===== config.mk =====
export PLATFORM = sky130hd
export DESIGN_NAME = lap_stopwatch
export DESIGN_NICKNAME = d
export VERILOG_FILES = /design/src/rtl/lap_stopwatch.sv
export SDC_FILE = /design/constraint.sdc
export NUM_CORES = 1
export LEC_CHECK = 0
export CORE_UTILIZATION = 40
export DETAILED_ROUTE_END_ITERATION = 8
export PLACE_DENSITY_LB_ADDON = 0.1
export SETUP_SLACK_MARGIN = 0.5
export SLEW_MARGIN = 30
export SYNTH_ARGS = -nofsm -noshare
export SYNTH_HDL_FRONTEND = slang
export SYNTH_SLANG_ARGS = --single-unit
export TNS_END_PERCENT = 100

===== constraint.sdc =====
create_clock -name clk -period 5.2 [get_ports clk]
set_input_delay 1.3 -clock clk [delete_from_list [all_inputs] [get_ports clk]]
set_output_delay 1.3 -clock clk [all_outputs]
set_load 0.05 [all_outputs]

===== src/rtl/lap_stopwatch.sv =====
// lap_stopwatch: min/sec/centisecond stopwatch with run/pause/idle control, clear and a lap buffer
module lap_stopwatch #(
  parameter int CLK_FREQ_HZ = 100000000,
  parameter int TICK_HZ = 100,
  parameter int MAX_MIN = 59,
  parameter int LAP_DEPTH = 8,
  localparam int MIN_W = $clog2(MAX_MIN + 1),
  localparam int PTR_W = $clog2(LAP_DEPTH + 1)
) (
  input  logic             clk,
  input  logic             rst,
  input  logic             pause,
  input  logic             record,
  input  logic             clear,
  input  logic [PTR_W-1:0] rd_idx,
  output logic [MIN_W-1:0] min_o,
  output logic [5:0]       sec_o,
  output logic [6:0]       ms_10_o,
  output logic             running_o,
  output logic             ovf_o,
  output logic [PTR_W-1:0] lap_cnt_o,
  output logic             full_o,
  output logic             lap_drop_o,
  output logic             lap_valid_o,
  output logic [MIN_W-1:0] lap_min_o,
  output logic [5:0]       lap_sec_o,
  output logic [6:0]       lap_ms_10_o
);
  localparam int DIV = CLK_FREQ_HZ / TICK_HZ;
  localparam int DIV_W = $clog2(DIV);
  localparam int AW = LAP_DEPTH > 1 ? $clog2(LAP_DEPTH) : 1;
  localparam int LW = MIN_W + 13;
  typedef enum logic [1:0] {IDLE, RUN, PAUSE} state_t;
  state_t           state;
  logic [DIV_W-1:0] div;
  logic [LW-1:0]    mem [LAP_DEPTH];
  logic [LW-1:0]    now_t;
  logic [PTR_W-1:0] cnt_nxt;
  logic             tick, at_max, wr, go_idle;
  assign now_t     = {min_o, sec_o, ms_10_o};
  assign running_o = state == RUN;
  assign full_o    = lap_cnt_o == PTR_W'(LAP_DEPTH);
  assign tick      = running_o && div == DIV_W'(DIV - 1);
  assign at_max    = min_o == MIN_W'(MAX_MIN) && sec_o == 6'd59 && ms_10_o == 7'd99;
  assign go_idle   = state == PAUSE && clear;
  assign wr        = running_o && record && !full_o;
  assign cnt_nxt   = go_idle ? '0 : lap_cnt_o + PTR_W'(wr);
  // Lap storage has no reset; entries at or above lap_cnt_o are masked on read.
  always_ff @(posedge clk)
    if (wr) mem[lap_cnt_o[AW-1:0]] <= now_t;
  always_ff @(posedge clk or negedge rst)
    if (!rst) begin
      state <= IDLE;
      div <= '0;
      min_o <= '0;
      sec_o <= '0;
      ms_10_o <= '0;
      ovf_o <= 1'b0;
      lap_cnt_o <= '0;
      lap_drop_o <= 1'b0;
      lap_valid_o <= 1'b0;
      {lap_min_o, lap_sec_o, lap_ms_10_o} <= '0;
    end else begin
      state <= go_idle ? IDLE : pause ? (state == RUN ? PAUSE : RUN) : state;
      lap_drop_o <= running_o && record && full_o;
      lap_cnt_o <= cnt_nxt;
      // Read path looks at the post-write buffer so a same-cycle write is forwarded.
      lap_valid_o <= rd_idx < cnt_nxt;
      {lap_min_o, lap_sec_o, lap_ms_10_o} <= rd_idx >= cnt_nxt ? '0 :
        (wr && rd_idx == lap_cnt_o) ? now_t : mem[rd_idx[AW-1:0]];
      if (go_idle) begin
        div <= '0;
        min_o <= '0;
        sec_o <= '0;
        ms_10_o <= '0;
        ovf_o <= 1'b0;
      end else if (running_o) begin
        div <= tick ? '0 : div + 1'b1;
        if (tick && !ovf_o) begin
          if (at_max) ovf_o <= 1'b1;
          else begin
            ms_10_o <= ms_10_o == 7'd99 ? '0 : ms_10_o + 7'd1;
            if (ms_10_o == 7'd99) begin
              sec_o <= sec_o == 6'd59 ? '0 : sec_o + 6'd1;
              if (sec_o == 6'd59) min_o <= min_o + 1'b1;
            end
          end
        end
      end
    end
endmodule


# Word level (Yosys, flattened, before mapping)
# Memories as Yosys holds them, arrays and structs flattened.
# Index checks and enable logic that the tools add are counted.
# totals
elab_cells	82
reg_bits	67
in_bits	9
rom_bits	0
ram_bits	152
latchBits	0
out_inout_bits	47
n_memories	1
# classes
n_addsub	5
n_mux	32
n_reduce_logical	21
multipliers	0
n_div	0
n_lt_le_gt_ge	2
n_eq_ne	9
bitwise_logic	0
shift	0
# mem_list
memory	depth	width	read_ports	rd_clocked_by_memory_dff	write_ports	line_no	text
mem	8	19	1	0	1	36	logic [LW-1:0] mem [LAP_DEPTH];
# ops
op	count
$mux 6	12
$mux 20	3
$mux 19	2
$mux 7	5
$add 20x1->20 const B	1
$eq 20x20->1 const B	1
$add 6x1->6 const B	2
$eq 6x6->1 const B	2
$reduce_bool 2->1	6
$logic_and 1x1->1	9
$add 7x1->7 const B	1
$eq 7x7->1 const B	1
$mux 1	6
$mux 2	3
$reduce_and 3->1	2
$reduce_and 5->1	1
$add 4x1->4	1
$eq 4x4->1	1
$eq 4x4->1 const B	1
$ge 4x4->1	1
$lt 4x4->1	1
$mux 4	1
$reduce_and 4->1	1
$eq 2x1->1 const B	1
3 further kinds	4

# Depth between registers and ports, before layout
# depth
ltp_word	7
depth_mapped	15
mapped_depth_nobuf	14

# Worst setup path before layout
# No wires, ideal clock.
# synth_timing
kind	reg-to-reg
start	register lap_cnt_o[1]
end	register lap_min_o[0]
path_buffers	2
arrival_time_ns	4.791
period_less_slack_ns	4.885
setup_time_ns	0.094
path_slack_ns	0.315
required_time_ns	5.106
path_stages_with_launch	15
path_cell_list	dfrtp_1 -> clkbuf_1 -> nor4b_1 -> nor2_1 -> ha_1 -> ha_1 -> nand2_1 -> ha_1 -> nor2b_1 -> o21ai_0 -> nand2b_1 -> a21oi_1 -> nand2_1 -> clkbuf_1 -> a211oi_1
# synth_via
elab_chain_cells	7
word_cells_on_any_way	10
classes_between	add/sub (1); order compare (1); eq/ne (2); mux (3); reduce/logical (3)
# synth_lines
element	line_no	text
start, declared	21	output logic [PTR_W-1:0] lap_cnt_o,
start signal, assigned	66	lap_cnt_o <= cnt_nxt;
$eq 4x4->1 *	42	assign full_o = lap_cnt_o == PTR_W'(LAP_DEPTH);
named net full_o	22	output logic full_o,
$logic_not 1->1 *	46	assign wr = running_o && record && !full_o;
$logic_and 1x1->1 *	46	
$add 4x1->4	47	assign cnt_nxt = go_idle ? '0 : lap_cnt_o + PTR_W'(wr);
$mux 4	47	
$ge 4x4->1	69	{lap_min_o, lap_sec_o, lap_ms_10_o} <= rd_idx >= cnt_nxt ? '0 :
$mux 19 *	69	
end signal, assigned	69	
end, declared	25	output logic [MIN_W-1:0] lap_min_o,
# Mark *: on every way through the listed nets, which the timed path passes. The rest lies on a longest branch.
# A chain may end at the register's enable or synchronous reset.

# Worst setup path in the final report
# layout_timing
start	register lap_cnt_o[1]
end	output port full_o
# layout_via
elab_chain_cells	1
# layout_lines
element	line_no
$eq 4x4->1	42
end, declared	22
# No other way between the ends.

==> impl_metrics.ini <==
[status]
status = finished clean

[routing]
wl_per_cell_um = 21.6
highest_layer = met4
wl_met1_um = 9560
wl_met2_um = 9880
drc = 0
vias = 5460
routed-wl-met3_um = 897
ant_nets = 0
dr.first_iter.drc_count = 360
avgViaCountPerCell = 5.67
finalWirelength_um = 20800
first_pass_iters = 6

[critical_path]
startpoint = lap_cnt_o[1]
critical_path_class = register to output pin
critPathBufInv = 1
reg2reg_from = lap_cnt_o[1]
crit_chain = nor4b_2 > clkdlybuf4s50_1
worst-path-max-fanout = 11
critPathTopFamily = buffers and inverters
cp.required_ps = 3900
start_kind = register
worstSetupEndpointType = output pin
arrival_ps = 2400
cp_slowest_cell = clkdlybuf4s50_1
max_stage_delay_ps = 880

[clocking]
clkTransAtPathRegs_ps = 60
numCtsBuffers = 24
cts_setup_buffers = 0
htreeDepth = 1
cts_resized = 0
cts_tree = yes
clk_latency_ps = 510
root_buffer = clkbuf_16
postCtsHoldBufs = 0
clockBufferDepth = 3
clock_sinks = 219

[min_path]
min_path_type = register to register
hold_start = div[19]

[global_route]
grt_pass1_vias = 5524
grt_max_degree = 40
antenna_found_initial = 0
track_usage_pct = 18.2
grt_overflow = 0
grt_pass1_wl_um = 32200

[die]
ios = 56
core_um2 = 22000
die-width_um = 153
initial_core_util_pct = 41.3
rows = 54
die_area_um2 = 23300
die_y_um = 153

[final_layout]
regArea_um2 = 6240
n_fill_cell = 1893
area_growth_pct = 19.4
final_core_util_pct = 49.3
fin_nets = 684
final_layout_size_suffix_gt1_share_pct = 15.8
diodes = 0
fin_cells = 963
multi_input_area_um2 = 2750

[synthesis]
yosys_warnings = 0
async_flop_share_pct = 30.6
synth-main-ff-cell = edfxtp_1
synth_area_um2 = 9090
synth_cell_type_count = 46
synth_cells = 595
ys_ff_latch = 219
synth_edf_count = 152
ys_seq_area_share_pct = 68.6
syn-mean-instance-area_um2 = 15.3
syn_nets = 614

[placement]
place_inst = 919
dp_hpwl_um = 11900
place.gp.congestion = 0.828
io_buffers = 55
post-place-ws_ps = 1180

[timing]
setup_viol = 0
finalCritPeriodShare_pct = 71.1
worstMarginPinSlew_ps = 792
hold_slack_ps = 492
rsz0062_at_grt = no
drv_slew = 0
fmax_ghz = 0.270
min_period_ps = 3700
finalHoldViolations = 0
slew_headroom_pct = 47.1
skew_ps = 9.27
setup_ws_ps = 1500
setup_tns_ps = 0

[job]
cap_violations = 0

[power_and_ir_drop]
leakage_uw = 0.00398
pwr_density_cell_nw_per_um2 = 468
ir_worst_vdd_v = 0.000359
## synthesized netlist by cell type (10+ instances only)
cell	n	share of area, %
o21ai_0	32	1.8
nor3_1	14	0.77
edfxtp_1	152	50
nor2_1	53	2.2
nand2_1	35	1.4
ha_1	10	1.4
mux2i_1	21	2.3
clkbuf_1	20	0.83
a211oi_1	20	1.7
dfrtp_1	67	18
nand3_1	19	1.0
mux4_2	38	9.4
## final timing paths
check,to,slack [ps],depth (start not counted)
setup / recovery,full_o,1500,2
hold / removal,div[19],490,1
setup reg to reg,lap_sec_o[3],1970,13
hold reg to reg,div[19],490,1
max in group asynchronous,lap_sec_o[2],3880,2
min in group asynchronous,lap_cnt_o[3],740,1
## kinds of logic (layout without fill, tap and decap cells)
family	count (synthesis)	in the layout	synth area share [%]
DFF	219	219	68.6
and+or+nand+nor	167	167	8.86
AOI/OAI and AO/OA	89	89	6.40
muxes	59	59	11.7
buffers and inverters	37	125	1.65
xor gates and xnor gates	14	14	1.35
adders and majority gates	10	10	1.38
## area by class of cell
| class | count | area share, % |
|---|---|---|
| Clock buffer | 34 | 6.17 |
| Clock inverter | 10 | 1.16 |
| Inverter | 9 | 0.311 |
| Multi-Input combinational cell | 339 | 25.3 |
| Sequential cell | 219 | 57.5 |
| Tap cell | 280 | 3.23 |
| Timing Repair Buffer | 72 | 6.32 |
## placed cells by master, fill, tap and decap left out, drive strengths merged, types with 19 or more instances in the layout
| master | n |
|---|---|
| nand2 | 35 |
| nand3 | 19 |
| clkbuf | 34 |
| edfxtp | 152 |
| o21ai | 33 |
| nor2 | 53 |
| a211oi | 21 |
| buf | 20 |
| clkdlybuf4s50 | 52 |
| mux2i | 21 |
| dfrtp | 67 |
| mux4 | 38 |
## stage by stage
| stage | power (µW) | instance area [µm²] |
|---|---|---|
| after floorplan | 2990 | 9100 |
| after global placement | 3370 | 10000 |
| after detailed placement | 3410 | 10100 |
| after CTS | 5140 | 10900 |
| after global routing | 5300 | 10900 |
| final | 5080 | 10900 |
## routing by layer
| metal | GRT usage (%) | vias up |
|---|---|---|
| li1 | - | 2459 |
| met1 | 25.4 | 2833 |
| met2 | 29.8 | 133 |
| met3 | 2.96 | 35 |
| met4 | 5.00 | 0 |
| met5 | 0 | - |
## registers in the layout, summed over array words and instances, names as in the netlist
name,flops
mem,152
div,20
lap_ms_10_o,7
ms_10_o,7
lap_min_o,6
lap_sec_o,6
min_o,6
sec_o,6
lap_cnt_o,4
state,2
lap_drop_o,1
lap_valid_o,1
ovf_o,1
## power breakdown
part,switching (µW),leakage [µW],internal [µW]
Combinational,721,0.00128,359
Sequential,188,0.00233,2100
Clock,671,0.000382,1040
Note: power is estimated with default switching activity, not from simulation.
